`src/rtl/set_sched_pkg.sv`:
```
// Shared types, mode encodings and field widths for the set-count job scheduler.
package set_sched_pkg;

    localparam int unsigned TIMEOUT_DEF = 100;
    localparam int unsigned NUM_REQ     = 2;
    localparam int unsigned CENTRAL_W   = 24;
    localparam int unsigned RADIUS_W    = 12;
    localparam int unsigned MODE_W      = 2;
    localparam int unsigned CAND_W      = 8;
    localparam int unsigned CNT_W       = 7;

    localparam logic [MODE_W-1:0] IN_C0   = 2'd0;
    localparam logic [MODE_W-1:0] AND_C01 = 2'd1;
    localparam logic [MODE_W-1:0] XOR_C01 = 2'd2;
    localparam logic [MODE_W-1:0] RSVD    = 2'd3;

    typedef enum logic [1:0] {
        StIdle,
        StLaunch,
        StWait,
        StDone
    } state_e;

    typedef struct packed {
        logic [CENTRAL_W-1:0] central;
        logic [RADIUS_W-1:0]  radius;
        logic [MODE_W-1:0]    mode;
    } job_t;

endpackage

```
`src/rtl/set_job_scheduler_if.sv`:
```
// Requester, engine and result signals of the job scheduler, grouped for port passing.
interface set_job_scheduler_if;
    import set_sched_pkg::*;

    logic [NUM_REQ-1:0]   req;
    logic [NUM_REQ-1:0]   ready;
    logic [CENTRAL_W-1:0] central0;
    logic [CENTRAL_W-1:0] central1;
    logic [RADIUS_W-1:0]  radius0;
    logic [RADIUS_W-1:0]  radius1;
    logic [MODE_W-1:0]    mode0;
    logic [MODE_W-1:0]    mode1;
    logic                 eng_en;
    logic [CENTRAL_W-1:0] eng_central;
    logic [RADIUS_W-1:0]  eng_radius;
    logic [MODE_W-1:0]    eng_mode;
    logic                 eng_busy;
    logic                 eng_valid;
    logic [CAND_W-1:0]    eng_candidate;
    logic                 res_valid;
    logic                 res_id;
    logic                 res_err;
    logic [CAND_W-1:0]    res_candidate;

    modport slave (
        input  req, central0, central1, radius0, radius1, mode0, mode1,
        input  eng_busy, eng_valid, eng_candidate,
        output ready, eng_en, eng_central, eng_radius, eng_mode,
        output res_valid, res_id, res_err, res_candidate
    );

    modport master (
        output req, central0, central1, radius0, radius1, mode0, mode1,
        output eng_busy, eng_valid, eng_candidate,
        input  ready, eng_en, eng_central, eng_radius, eng_mode,
        input  res_valid, res_id, res_err, res_candidate
    );

endinterface

```
`src/rtl/set_rr_arb.sv`:
```
// Two-way round-robin selector: the slot at i_rr_ptr wins when full, else the other one.
module set_rr_arb
    import set_sched_pkg::*;
(
    input  logic [NUM_REQ-1:0] i_req,
    input  logic               i_rr_ptr,
    output logic               o_gnt_idx,
    output logic               o_gnt_vld
);

    always_comb begin
        o_gnt_vld = |i_req;
        o_gnt_idx = i_rr_ptr;
        if (!i_req[i_rr_ptr]) begin
            o_gnt_idx = ~i_rr_ptr;
        end
    end

endmodule

```
`src/rtl/set_job_scheduler.sv`:
```
// Two-slot job scheduler: round-robin dispatch to a set-count engine with timeout and
// reserved-mode rejection.
module set_job_scheduler
    import set_sched_pkg::*;
#(
    parameter int unsigned TIMEOUT = TIMEOUT_DEF
) (
    input  logic                clk,
    input  logic                rst,
    set_job_scheduler_if.slave  bus
);

    state_e               r_state;
    logic [NUM_REQ-1:0]   r_full;
    job_t                 r_slot [NUM_REQ];
    logic                 r_rr_ptr;
    logic                 r_sel;
    logic [CNT_W-1:0]     r_cnt;
    logic                 r_eng_en;
    logic [CENTRAL_W-1:0] r_eng_central;
    logic [RADIUS_W-1:0]  r_eng_radius;
    logic [MODE_W-1:0]    r_eng_mode;
    logic                 r_res_valid;
    logic                 r_res_id;
    logic                 r_res_err;
    logic [CAND_W-1:0]    r_res_cand;

    logic [NUM_REQ-1:0]   w_accept;
    job_t                 w_in_job [NUM_REQ];
    logic                 w_gnt_idx;
    logic                 w_gnt_vld;
    logic                 w_unused_busy;

    assign w_in_job[0] = '{central: bus.central0, radius: bus.radius0, mode: bus.mode0};
    assign w_in_job[1] = '{central: bus.central1, radius: bus.radius1, mode: bus.mode1};
    // A full slot (including one being cleared this cycle) never accepts.
    assign w_accept      = bus.req & ~r_full;
    // Completion is keyed on eng_valid alone; busy is informational.
    assign w_unused_busy = bus.eng_busy;

    set_rr_arb u_arb (
        .i_req     (r_full),
        .i_rr_ptr  (r_rr_ptr),
        .o_gnt_idx (w_gnt_idx),
        .o_gnt_vld (w_gnt_vld)
    );

    always_ff @(posedge clk) begin
        if (rst) begin
            r_state       <= StIdle;
            r_full        <= '0;
            r_slot[0]     <= '0;
            r_slot[1]     <= '0;
            r_rr_ptr      <= 1'b0;
            r_sel         <= 1'b0;
            r_cnt         <= '0;
            r_eng_en      <= 1'b0;
            r_eng_central <= '0;
            r_eng_radius  <= '0;
            r_eng_mode    <= '0;
            r_res_valid   <= 1'b0;
            r_res_id      <= 1'b0;
            r_res_err     <= 1'b0;
            r_res_cand    <= '0;
        end else begin
            for (int i = 0; i < NUM_REQ; i++) begin
                if (w_accept[i]) begin
                    r_full[i] <= 1'b1;
                    r_slot[i] <= w_in_job[i];
                end
            end
            r_eng_en    <= 1'b0;
            r_res_valid <= 1'b0;
            unique case (r_state)
                StIdle: begin
                    if (w_gnt_vld) begin
                        r_sel <= w_gnt_idx;
                        if (r_slot[w_gnt_idx].mode == RSVD) begin
                            r_state     <= StDone;
                            r_res_valid <= 1'b1;
                            r_res_id    <= w_gnt_idx;
                            r_res_err   <= 1'b1;
                            r_res_cand  <= '0;
                        end else begin
                            r_state       <= StLaunch;
                            r_eng_en      <= 1'b1;
                            r_eng_central <= r_slot[w_gnt_idx].central;
                            r_eng_radius  <= r_slot[w_gnt_idx].radius;
                            r_eng_mode    <= r_slot[w_gnt_idx].mode;
                        end
                    end
                end
                StLaunch: begin
                    r_full[r_sel] <= 1'b0;
                    r_cnt         <= '0;
                    r_state       <= StWait;
                end
                StWait: begin
                    // A result landing on the timeout cycle still wins.
                    if (bus.eng_valid) begin
                        r_state     <= StDone;
                        r_res_valid <= 1'b1;
                        r_res_id    <= r_sel;
                        r_res_err   <= 1'b0;
                        r_res_cand  <= bus.eng_candidate;
                    end else if (r_cnt == CNT_W'(TIMEOUT - 1)) begin
                        r_state     <= StDone;
                        r_res_valid <= 1'b1;
                        r_res_id    <= r_sel;
                        r_res_err   <= 1'b1;
                        r_res_cand  <= '0;
                    end else begin
                        r_cnt <= r_cnt + 1'b1;
                    end
                end
                StDone: begin
                    r_rr_ptr <= ~r_sel;
                    if (r_slot[r_sel].mode == RSVD) begin
                        r_full[r_sel] <= 1'b0;
                    end
                    r_state <= StIdle;
                end
                default: r_state <= StIdle;
            endcase
        end
    end

    assign bus.ready         = ~r_full;
    assign bus.eng_en        = r_eng_en;
    assign bus.eng_central   = r_eng_central;
    assign bus.eng_radius    = r_eng_radius;
    assign bus.eng_mode      = r_eng_mode;
    assign bus.res_valid     = r_res_valid;
    assign bus.res_id        = r_res_id;
    assign bus.res_err       = r_res_err;
    assign bus.res_candidate = r_res_cand;

endmodule

```
`src/flat_wrapper.sv`:
```
// flat-port wrapper written by rule: the top's interface ports become plain ports
module set_job_scheduler_flat import set_sched_pkg::*;
#(
    parameter int unsigned TIMEOUT = TIMEOUT_DEF
)
  (clk, rst, bus_req, bus_central0, bus_central1, bus_radius0, bus_radius1, bus_mode0, bus_mode1, bus_eng_busy, bus_eng_valid, bus_eng_candidate, bus_ready, bus_eng_en, bus_eng_central, bus_eng_radius, bus_eng_mode, bus_res_valid, bus_res_id, bus_res_err, bus_res_candidate);
  set_job_scheduler_if bus_i ();
  input  logic clk;
  input  logic rst;
  input wire logic [$bits(bus_i.req)-1:0] bus_req;
  input wire logic [$bits(bus_i.central0)-1:0] bus_central0;
  input wire logic [$bits(bus_i.central1)-1:0] bus_central1;
  input wire logic [$bits(bus_i.radius0)-1:0] bus_radius0;
  input wire logic [$bits(bus_i.radius1)-1:0] bus_radius1;
  input wire logic [$bits(bus_i.mode0)-1:0] bus_mode0;
  input wire logic [$bits(bus_i.mode1)-1:0] bus_mode1;
  input wire logic [$bits(bus_i.eng_busy)-1:0] bus_eng_busy;
  input wire logic [$bits(bus_i.eng_valid)-1:0] bus_eng_valid;
  input wire logic [$bits(bus_i.eng_candidate)-1:0] bus_eng_candidate;
  output wire logic [$bits(bus_i.ready)-1:0] bus_ready;
  output wire logic [$bits(bus_i.eng_en)-1:0] bus_eng_en;
  output wire logic [$bits(bus_i.eng_central)-1:0] bus_eng_central;
  output wire logic [$bits(bus_i.eng_radius)-1:0] bus_eng_radius;
  output wire logic [$bits(bus_i.eng_mode)-1:0] bus_eng_mode;
  output wire logic [$bits(bus_i.res_valid)-1:0] bus_res_valid;
  output wire logic [$bits(bus_i.res_id)-1:0] bus_res_id;
  output wire logic [$bits(bus_i.res_err)-1:0] bus_res_err;
  output wire logic [$bits(bus_i.res_candidate)-1:0] bus_res_candidate;
  assign bus_i.req = bus_req;
  assign bus_i.central0 = bus_central0;
  assign bus_i.central1 = bus_central1;
  assign bus_i.radius0 = bus_radius0;
  assign bus_i.radius1 = bus_radius1;
  assign bus_i.mode0 = bus_mode0;
  assign bus_i.mode1 = bus_mode1;
  assign bus_i.eng_busy = bus_eng_busy;
  assign bus_i.eng_valid = bus_eng_valid;
  assign bus_i.eng_candidate = bus_eng_candidate;
  assign bus_ready = bus_i.ready;
  assign bus_eng_en = bus_i.eng_en;
  assign bus_eng_central = bus_i.eng_central;
  assign bus_eng_radius = bus_i.eng_radius;
  assign bus_eng_mode = bus_i.eng_mode;
  assign bus_res_valid = bus_i.res_valid;
  assign bus_res_id = bus_i.res_id;
  assign bus_res_err = bus_i.res_err;
  assign bus_res_candidate = bus_i.res_candidate;
  set_job_scheduler #(.TIMEOUT(TIMEOUT)) u_core (.clk(clk), .rst(rst), .bus(bus_i));
endmodule
```
`config.mk`:
```
export PLATFORM = sky130hd
export DESIGN_NAME = set_job_scheduler_flat
export DESIGN_NICKNAME = d
export VERILOG_FILES = /design/src/rtl/set_sched_pkg.sv /design/src/rtl/set_job_scheduler_if.sv /design/src/rtl/set_rr_arb.sv /design/src/rtl/set_job_scheduler.sv /design/src/flat_wrapper.sv
export SDC_FILE = /design/constraint.sdc
export NUM_CORES = 1
export LEC_CHECK = 0
export ABC_CLOCK_PERIOD_IN_PS = 4700
export CAP_MARGIN = 0
export CORE_MARGIN = 10
export CORE_UTILIZATION = 38
export CTS_CLUSTER_SIZE = 24
export DETAILED_ROUTE_END_ITERATION = 8
export DONT_BUFFER_PORTS = 1
export MAX_ROUTING_LAYER = met4
export PLACE_DENSITY = 0.53
export SLEW_MARGIN = 20
export SYNTH_ARGS = -nofsm -noshare
export SYNTH_HDL_FRONTEND = slang
export SYNTH_SLANG_ARGS = --single-unit
export TNS_END_PERCENT = 20
```
`constraint.sdc`:
```
create_clock -name clk -period 4.7 [get_ports clk]
set_input_delay 0 -clock clk [delete_from_list [all_inputs] [get_ports clk]]
set_output_delay 0 -clock clk [all_outputs]
set_load 0.05 [all_outputs]
```
==> flow_summary.json, run 1 <==
{
  "status": "complete, no violations",
  "max_freq_ghz": 0.380,
  "powerDensity_nw_per_um2": 626,
  "yosys.area_share.adder_pct": 1.32,
  "wirelength_um": 13500,
  "synthesis.instances": 479,
  "grt_pass1_vias": 3937,
  "tightest_slew_ns": 1.06,
  "grt.total_usage_pct": 13.8,
  "synth_seq_cells": 140,
  "drt_pass1_iterations": 4,
  "cts_made_buffers": 17,
  "period_share_pct": 56.0,
  "via_per_inst": 4.99,
  "synth_compound_area_share_pct": 8.49,
  "globalplace.congestion": 0.845,
  "wl_per_cell_um": 17.8,
  "path_class": "reg -> reg",
  "drc_errors": 0,
  "synth_cell_type_count": 33,
  "syn_avg_cell_area_um2": 11.9,
  "dieArea_um2": 20300,
  "cts_max_path_buffers": 2,
  "drive_above_1_share_pct": 7.64,
  "multiInputGateArea_um2": 2030,
  "yosys.area_share.xor_xnor_pct": 0.768,
  "synthSimpleGateAreaFrac_pct": 15.5,
  "arrival_ns": 2.95,
  "area_delta_synth_final_pct": 29.3,
  "overflow": 0,
  "p_total_mw": 4.61,
  "dieHeight_um": 143,
  "yosysWarnings": 0,
  "via_count": 3793,
  "ys_seq_area_share_pct": 62.5,
  "clock_latency_ns": 0.41,
  "peakVddDrop_uv": 264,
  "skew_ns": 0.00659,
  "p_leak_nw": 2.79,
  "setup_violations": 0,
  "antenna_found_initial": 0,
  "path_clk_slew_ns": 0.06,
  "end_kind": "flop",
  "core_area_um2": 14600,
  "ctsResizeCount": 0,
  "slew_headroom_pct": 29.2,
  "yosys_most_used_dff": "edfxtp_1",
  "hp-class": "in -> reg",
  "finalMaxSlewViolations": 0,
  "period_minus_slack_ns": 2.63,
  "setup.worst_path.start_class": "flop",
  "htree_levels": 4,
  "synth_top_family_by_area": "simple AND/OR/NAND/NOR gates",
  "initial_core_util_pct": 38.9,
  "hpwl_um": 8510,
  "diodes": 0,
  "clock_sinks": 140,
  "final-seq-area_um2": 3560,
  "clockRootBuffer": "clkbuf_16",
  "maxCapViolCount": 0,
  "async_flop_share_pct": 0,
  "grt_start_max_net_pins": 71,
  "ios": 142,
  "finalSetupTns_ns": 0,
  "die_w_um": 143,
  "crit_path_max_fanout": 53,
  "worst_ep_required_time_ns": 5.02,
  "syn_nets": 575,
  "grt_pass1_wl_um": 21200,
  "antenna_left": 0,
  "synth_edf_count": 76,
  "synth_mux_area_share_pct": 8.69,
  "io_buffers": 0,
  "syn_area_um2": 5700,
  "fill_cells": 1231,
  "fp-row-count": 44,
  "hold_violations": 0,
  "rsz0062_at_grt": "no",
  "finalNetCount": 659,
  "cts_tree": "done",
  "drt-initial-drc-count": 158
}
-- stage by stage --
stage / hold WS, ns / setup WS, ns / area [um2] / util (%) / instances
5_1_grt: 0.105 / 1.78 / 7370 / 50.4 / 760
2_1_floorplan: 0.139 / 2.63 / 5700 / - / 479
4_1_cts: 0.0363 / 1.74 / 7360 / 50.3 / 760
3_3_place_gp: 0.0850 / 1.87 / 5860 / 40.0 / 637
6_report: 0.0792 / 2.07 / 7370 / 50.4 / 760
3_5_place_dp: 0.0865 / 1.77 / 5860 / 40.0 / 637
-- final cells by class --
| type | instances | area share [%] |
|---|---|---|
| Clock buffer | 20 | 6.06 |
| Clock inverter | 12 | 1.66 |
| Inverter | 7 | 0.356 |
| Multi-Input combinational cell | 302 | 27.5 |
| Sequential cell | 140 | 48.3 |
| Tap cell | 184 | 3.12 |
| Timing Repair Buffer | 95 | 13.0 |
-- worst paths after layout --
path	cells past startpoint	to	slack [ns]	from
setup / recovery	6	u_core.bus.eng_central[10]	2.07	u_core.r_full[1]
hold / removal	3	u_core.bus.res_id	0.08	rst
setup reg to reg	6	u_core.bus.eng_central[10]	2.07	u_core.r_full[1]
hold reg to reg	2	u_core.r_state[1]	0.53	u_core.r_state[1]
-- power breakdown --
part	switching, mW	internal, mW
clock	0.501	0.789
combinational	0.554	0.405
sequential	0.775	1.59
total	1.83	2.78
-- sequential cells by signal, summed over array words and instances (netlist names), 2 cells and up, named ones only --
signal	cells
u_core.r_cnt	7
u_core.r_slot	76
u_core.r_full	2
u_core.bus.eng_mode	2
u_core.bus.eng_radius	12
u_core.r_state	2
u_core.bus.eng_central	24
u_core.bus.res_candidate	8
-- synth_stat cells (2+ instances only) --
library cell / n / area [um2]
and2_1: 77 / 482
edfxtp_1: 76 / 2280
dfxtp_1: 64 / 1280
nor2_1: 52 / 195
mux2i_1: 48 / 480
a211oi_1: 43 / 323
nand2_1: 32 / 120
clkbuf_1: 17 / 63.8
a21oi_1: 10 / 50.1
buf_2: 8 / 40.0
inv_1: 7 / 26.3
ha_1: 6 / 75.1
nand3_1: 6 / 30.0
buf_1: 4 / 15.0
nor2b_1: 3 / 18.8
o21ai_0: 3 / 15.0
xnor2_1: 3 / 26.3
nand2b_1: 2 / 12.5
o21a_1: 2 / 15.0
o32ai_1: 2 / 17.5
xor2_1: 2 / 17.5
-- worst max-delay path, stage by stage, from the launching register on --
cell and delay, ns:
dfxtp_1 0.44, inv_1 0.32, o32ai_1 0.56, o21a_4 0.62, buf_4 0.30, nor2_1 0.05
a211oi_1 0.24
-- logic make-up after synthesis --
kind of cell               count (synthesis)
muxes                                     49
DFF                                      140
xor gates and xnor gates                   5
adders and majority gates                  6
and+or+nand+nor                          175
buffers and inverters                     37
AOI/OAI and AO/OA                         67
-- layout by cell type, fill, tap and decap left out, types with 7 or more instances in the layout --
cell type,n
a211oi_1,43
a21oi_1,8
and2_1,77
clkbuf_16,17
dfxtp_1,64
dlygate4sd3_1,90
edfxtp_1,76
inv_1,7
mux2i_1,48
nand2_1,30
nor2_1,52
-- what timing repair did --
| item | CTS | global route |
|---|---|---|
| endpoints found under the hold margin | 134 | 0 |
| buffers inserted | 0 | 0 |
| hold buffers | 91 | 0 |
-- per-layer routing --
layer / wire length, um / up-vias / part of all wire [%] / global-route usage (%)
met1: 5880 / 1822 / 44 / 15.7
li1: - / 1861 / - / -
met2: 6540 / 99 / 48 / 21.8
met4: 170 / 0 / 1.3 / 4.99
met3: 906 / 11 / 6.7 / 5.24
met5: 0 / - / 0 / -
(Power assumes the default switching activity.)
==> inputs of run 2 (changes only) <==
--- a/config.mk
+++ b/config.mk
@@ -5,7 +5,7 @@
 export SDC_FILE = /design/constraint.sdc
 export NUM_CORES = 1
 export LEC_CHECK = 0
-export ABC_CLOCK_PERIOD_IN_PS = 4700
+export ABC_CLOCK_PERIOD_IN_PS = 2750
 export CAP_MARGIN = 0
 export CORE_MARGIN = 10
 export CORE_UTILIZATION = 38
==> constraint.sdc (replaced) <==
create_clock -name clk -period 2.75 [get_ports clk]
set_input_delay 0 -clock clk [delete_from_list [all_inputs] [get_ports clk]]
set_output_delay 0 -clock clk [all_outputs]
set_load 0.05 [all_outputs]
==> run 2 against run 1 <==
Cell count is 0.39% higher. First-iteration DRC count is 16% higher. Clock power is 65% higher. Non-clock buffer count is 3 higher. Die area stayed put. Wire length is 2.3% higher.
==> flow_summary.json, run 2 (synthesis results as in run 1) <==
{
  "arrival_ns": 2.55,
  "drc_errors": 0,
  "cts_made_buffers": 17,
  "die_w_um": 143,
  "core_area_um2": 14600,
  "skew_ns": 0.00731,
  "largest_reg_flops": 76,
  "p_leak_nw": 2.81,
  "maxCapViolCount": 0,
  "r2r_start": "u_core.r_full[1]",
  "tightest_slew_ns": 0.725,
  "min_from": "rst",
  "peakVddDrop_uv": 522,
  "worst_ep_required_time_ns": 3.07,
  "path_class": "reg -> reg",
  "fill_cells": 1269,
  "io_buffers": 0,
  "via_count": 3792,
  "layout_commonest_cell": "dlygate4sd3_1",
  "hold_end": "u_core.bus.res_id",
  "p_total_mw": 7.83,
  "wl_per_cell_um": 18.1,
  "hold_violations": 0,
  "dieHeight_um": 143,
  "crit_path_max_fanout": 27,
  "grt_start_max_net_pins": 50,
  "reg2reg_to": "u_core.bus.eng_central[16]",
  "drt_pass1_iterations": 4,
  "grt.total_usage_pct": 14.3,
  "cts_tree": "done",
  "finalSetupTns_ns": 0,
  "via_per_inst": 4.97,
  "ios": 142,
  "clock_latency_ns": 0.42,
  "slew_headroom_pct": 51.7,
  "finalNetCount": 662,
  "ff2ff_setup_slack_ns": 0.52,
  "grt_pass1_vias": 3895,
  "wirelength_um": 13800,
  "drive_above_1_share_pct": 8.46,
  "antenna_found_initial": 0,
  "setup_violations": 0,
  "clock_sinks": 140,
  "layout_common_cells": "89 x dlygate4sd3_1, 77 x and2_1, 76 x edfxtp_1",
  "regMostFlops": "u_core.r_slot",
  "powerDensity_nw_per_um2": 1060,
  "setup.worst_path.start_class": "flop",
  "status": "complete, no violations",
  "period_share_pct": 81.0,
  "drt-initial-drc-count": 183,
  "hpwl_um": 8690,
  "ctsResizeCount": 0,
  "hp-class": "in -> reg",
  "dieArea_um2": 20300,
  "globalplace.congestion": 0.829,
  "diodes": 0,
  "area_delta_synth_final_pct": 29.8,
  "initial_core_util_pct": 38.9,
  "cts_max_path_buffers": 2,
  "worstHoldPathCells": 3,
  "period_minus_slack_ns": 2.23,
  "clockRootBuffer": "clkbuf_16",
  "post_cts_buffers": 0,
  "antenna_left": 0,
  "finalMaxSlewViolations": 0,
  "grt_pass1_wl_um": 21600,
  "path_clk_slew_ns": 0.06,
  "max_freq_ghz": 0.449,
  "htree_levels": 4,
  "end_kind": "flop",
  "r2r_cells": 6,
  "rsz0062_at_grt": "no",
  "overflow": 0,
  "fp-row-count": 44
}
## run 2: worst max path at each step
| stage | slack (ns) | endpoint | startpoint |
|---|---|---|---|
| floorplan | 0.68 | u_core.r_slot[1][0] | u_core.r_full[1] |
| global placement | 0.63 | u_core.bus.eng_central[18] | u_core.r_full[1] |
| detailed placement | 0.54 | u_core.bus.eng_central[15] | u_core.r_full[1] |
| CTS | 0.52 | u_core.bus.eng_central[15] | u_core.r_full[1] |
| global route | 0.31 | u_core.bus.eng_central[20] | u_core.r_full[1] |
| finish | 0.52 | u_core.bus.eng_central[16] | u_core.r_full[1] |
## run 2: stage by stage
step,cells,setup WS (ns),util (%),instance area [um2],hold WS (ns)
detailed placement,641,0.540,40.5,5930,0.0838
floorplan,479,0.684,-,5700,0.139
CTS,763,0.517,50.5,7400,0.0296
finish,763,0.522,50.5,7400,0.0461
global route,763,0.308,50.5,7400,0.0962
global placement,641,0.633,40.5,5930,0.0870
## run 2: worst max-delay path, cell delays in order (launching register included)
cell and delay [ns]:
dfxtp_1 0.43, inv_1 0.31, o32ai_1 0.55, o21a_2 0.25, buf_4 0.29, nor2_1 0.07
a211oi_1 0.24
## run 2: what timing repair did
action,in CTS,in global routing
hold endpoints to repair,134,0
hold buffers,90,0
setup endpoints to repair,0,0
## run 2: power breakdown
group          switching, mW  total, mW  internal (mW)
clock                  0.857       2.13           1.28
sequential              1.32       4.03           2.71
combinational          0.945       1.67          0.722
total                   3.12       7.83           4.71
## run 2: routing by layer
metal	up-vias	GRT usage [%]	routed length (um)
met5	-	-	0
met4	0	4.40	132
met3	12	6.21	1050
met2	107	22.5	6810
met1	1810	16.0	5800
li1	1863	-	-
## run 2: layout make-up
cell class / count / area [um2] / share of cell area, %
sequential: 140 / 3560 / 48.1
tap: 184 / 230 / 3.11
timing repair buffer: 98 / 1020 / 13.7
clock inverter: 13 / 100 / 1.35
inverter: 7 / 26.3 / 0.355
clock buffer: 19 / 453 / 6.12
multi-input combinational: 302 / 2010 / 27.2
==> inputs of run 3 (changes only) <==
--- a/config.mk
+++ b/config.mk
@@ -5,7 +5,7 @@
 export SDC_FILE = /design/constraint.sdc
 export NUM_CORES = 1
 export LEC_CHECK = 0
-export ABC_CLOCK_PERIOD_IN_PS = 2750
+export ABC_CLOCK_PERIOD_IN_PS = 2100
 export CAP_MARGIN = 0
 export CORE_MARGIN = 10
 export CORE_UTILIZATION = 38
==> constraint.sdc (replaced) <==
create_clock -name clk -period 2.1 [get_ports clk]
set_input_delay 0 -clock clk [delete_from_list [all_inputs] [get_ports clk]]
set_output_delay 0 -clock clk [all_outputs]
set_load 0.05 [all_outputs]
==> run 3 against run 2 <==
Utilization up 1.8 points. Clock skew decreased by 0.00070 ns. Power up 42%. Critical path depth decreased by 1. Maximum frequency increased by 9.4%. Setup slack lost 0.46 ns. First-iteration DRC count down 31%.
==> flow_summary.json, run 3 (synthesis results as in run 1) <==
{
  "reg2reg_to": "u_core.r_cnt[1]",
  "via_count": 3877,
  "status": "complete, no violations",
  "cts_made_buffers": 17,
  "path_class": "reg -> reg",
  "wl_per_cell_um": 18.0,
  "ios": 142,
  "fp-row-count": 44,
  "min_from": "rst",
  "regMostFlops": "u_core.r_slot",
  "max_freq_ghz": 0.491,
  "hold_end": "u_core.r_slot[0][12]",
  "peakVddDrop_uv": 567,
  "crit_path_max_fanout": 5,
  "skew_ns": 0.00661,
  "hpwl_um": 8730,
  "drt_pass1_iterations": 4,
  "slew_headroom_pct": 62.5,
  "power.internal_mw": 6.91,
  "power.switching_mw": 4.18,
  "globalplace.congestion": 0.820,
  "path_clk_slew_ns": 0.06,
  "antenna_found_initial": 1,
  "htree_levels": 4,
  "setup_violations": 0,
  "crit_slowest_cell": "or4b_4",
  "hp-class": "in -> reg",
  "slowest_delay_ns": 0.58,
  "wirelength_um": 14000,
  "dieArea_um2": 20300,
  "worst_ep_required_time_ns": 2.46,
  "cts_tree": "done",
  "worstHoldPathCells": 3,
  "clockPowerShare_pct": 31.0,
  "cts_max_path_buffers": 2,
  "drive_above_1_share_pct": 11.1,
  "overflow": 0,
  "grt_start_max_net_pins": 51,
  "powerDensity_nw_per_um2": 1450,
  "grt_pass1_vias": 4137,
  "period_share_pct": 97.0,
  "period_minus_slack_ns": 2.04,
  "r2r_cells": 5,
  "setup.worst_path.start_class": "flop",
  "drt-initial-drc-count": 127,
  "placed_area_um2": 6020,
  "crit_buf_inv": 1,
  "end_kind": "flop",
  "drc_errors": 0,
  "post-place-ws_ns": 0.140,
  "r2r_start": "u_core.r_cnt[2]",
  "stdcell_area_um2": 7660,
  "combPwrFrac_pct": 23.4,
  "clock_sinks": 140,
  "fin_cells": 779,
  "crit_family": "simple AND/OR/NAND/NOR gates",
  "fill_cells": 1212,
  "clock_latency_ns": 0.42,
  "initial_core_util_pct": 38.9,
  "largest_reg_flops": 76,
  "maxCapViolCount": 0,
  "ff2ff_setup_slack_ns": 0.06,
  "finalNetCount": 677,
  "worst_slack_ns": 0.0630,
  "arrival_ns": 2.40,
  "die_w_um": 143,
  "dieHeight_um": 143,
  "grt_pass1_wl_um": 22300,
  "layout_commonest_cell": "dlygate4sd3_1",
  "p_leak_nw": 2.94,
  "finalMaxSlewViolations": 0,
  "core_area_um2": 14600,
  "p_total_mw": 11.1,
  "grt.total_usage_pct": 14.6,
  "via_per_inst": 4.98,
  "clockRootBuffer": "clkbuf_16",
  "antenna_left": 0,
  "io_buffers": 0,
  "seq_power_share_pct": 45.6,
  "crit_path_cell_trace": "or4b_4 > o21ai_4 > nand3_1 > a21oi_1 > dlygate4sd3_1",
  "hold_violations": 0,
  "tightest_slew_ns": 0.561,
  "finalHoldWorstSlack_ns": 0.169,
  "place_inst": 653,
  "layout_common_cells": "90 x dlygate4sd3_1, 77 x and2_1, 76 x edfxtp_1",
  "p_sw_share_pct": 37.7,
  "area_delta_synth_final_pct": 34.3
}
==> run 3: cell types whose count changed in the layout (fill, tap and decap cells not counted), moves of 2 or more <==
cell | before | now
clkinv_2 | 7 | 0
bufinv_16 | 1 | 6
clkinv_4 | 1 | 3
inv_6 | 0 | 2
buf_4 | 5 | 19
==> run 3: final cells by class <==
type / count / area, um2 / share of cell area (%)
Antenna cell: 1 / 2.50 / 0.0327
Clock buffer: 19 / 443 / 5.78
Clock inverter: 13 / 239 / 3.12
Inverter: 7 / 26.3 / 0.343
Multi-Input combinational cell: 302 / 2020 / 26.4
Sequential cell: 140 / 3560 / 46.5
Tap cell: 184 / 230 / 3.01
Timing Repair Buffer: 113 / 1130 / 14.8
==> run 3: through the flow <==
| stage | utilization [%] | TNS (ns) |
|---|---|---|
| after floorplan | - | 0 |
| after global routing | 52.3 | -0.0320 |
| after global placement | 41.1 | 0 |
| after detailed placement | 41.1 | 0 |
| after CTS | 52.1 | 0 |
| final | 52.3 | 0 |
==> run 3: power groups by stage <==
stage | clock [mW] | sequential (mW) | combinational, mW
6_report | 3.44 | 5.06 | 2.60
5_1_grt | 3.66 | 5.16 | 2.88
4_1_cts | 3.49 | 5.09 | 2.60
3_5_place_dp | 0 | 5.14 | 2.44
3_3_place_gp | 0 | 5.13 | 2.39
2_1_floorplan | 0 | 5.17 | 1.66
==> run 3: per-layer routing <==
metal / routed length [um] / global-route usage, % / vias up
met2: 6900 / 23.4 / 125
met1: 5760 / 15.8 / 1826
met5: 0 / - / -
met3: 971 / 5.24 / 28
li1: - / - / 1898
met4: 406 / 7.33 / 0
==> run 3: worst max path at each step <==
stage / startpoint / to / cells past startpoint
after floorplan: u_core.r_full[1] / u_core.r_slot[1][0] / 3
after global placement: u_core.r_cnt[2] / u_core.bus.res_id / 6
after detailed placement: u_core.r_cnt[2] / u_core.bus.res_candidate[5] / 6
after CTS: u_core.r_cnt[2] / u_core.r_cnt[1] / 5
after global routing: u_core.r_cnt[2] / u_core.r_cnt[1] / 5
final: u_core.r_cnt[2] / u_core.r_cnt[1] / 5
==> run 3: worst min-delay path: cells and delay by family <==
family,cells,cell delay (ns)
AND/OR/NAND/NOR,1,0.19
buffers and inverters,1,0.21
AO/OA/AOI/OAI,1,0.02
==> run 3: timing repair <==
item / 4_1_cts / 5_1_grt
gates resized for setup: 0 / 3
endpoints found under the setup margin: 0 / 15
endpoints found under the hold margin: 138 / 0
hold buffers: 91 / 0
setup buffers: 0 / 2
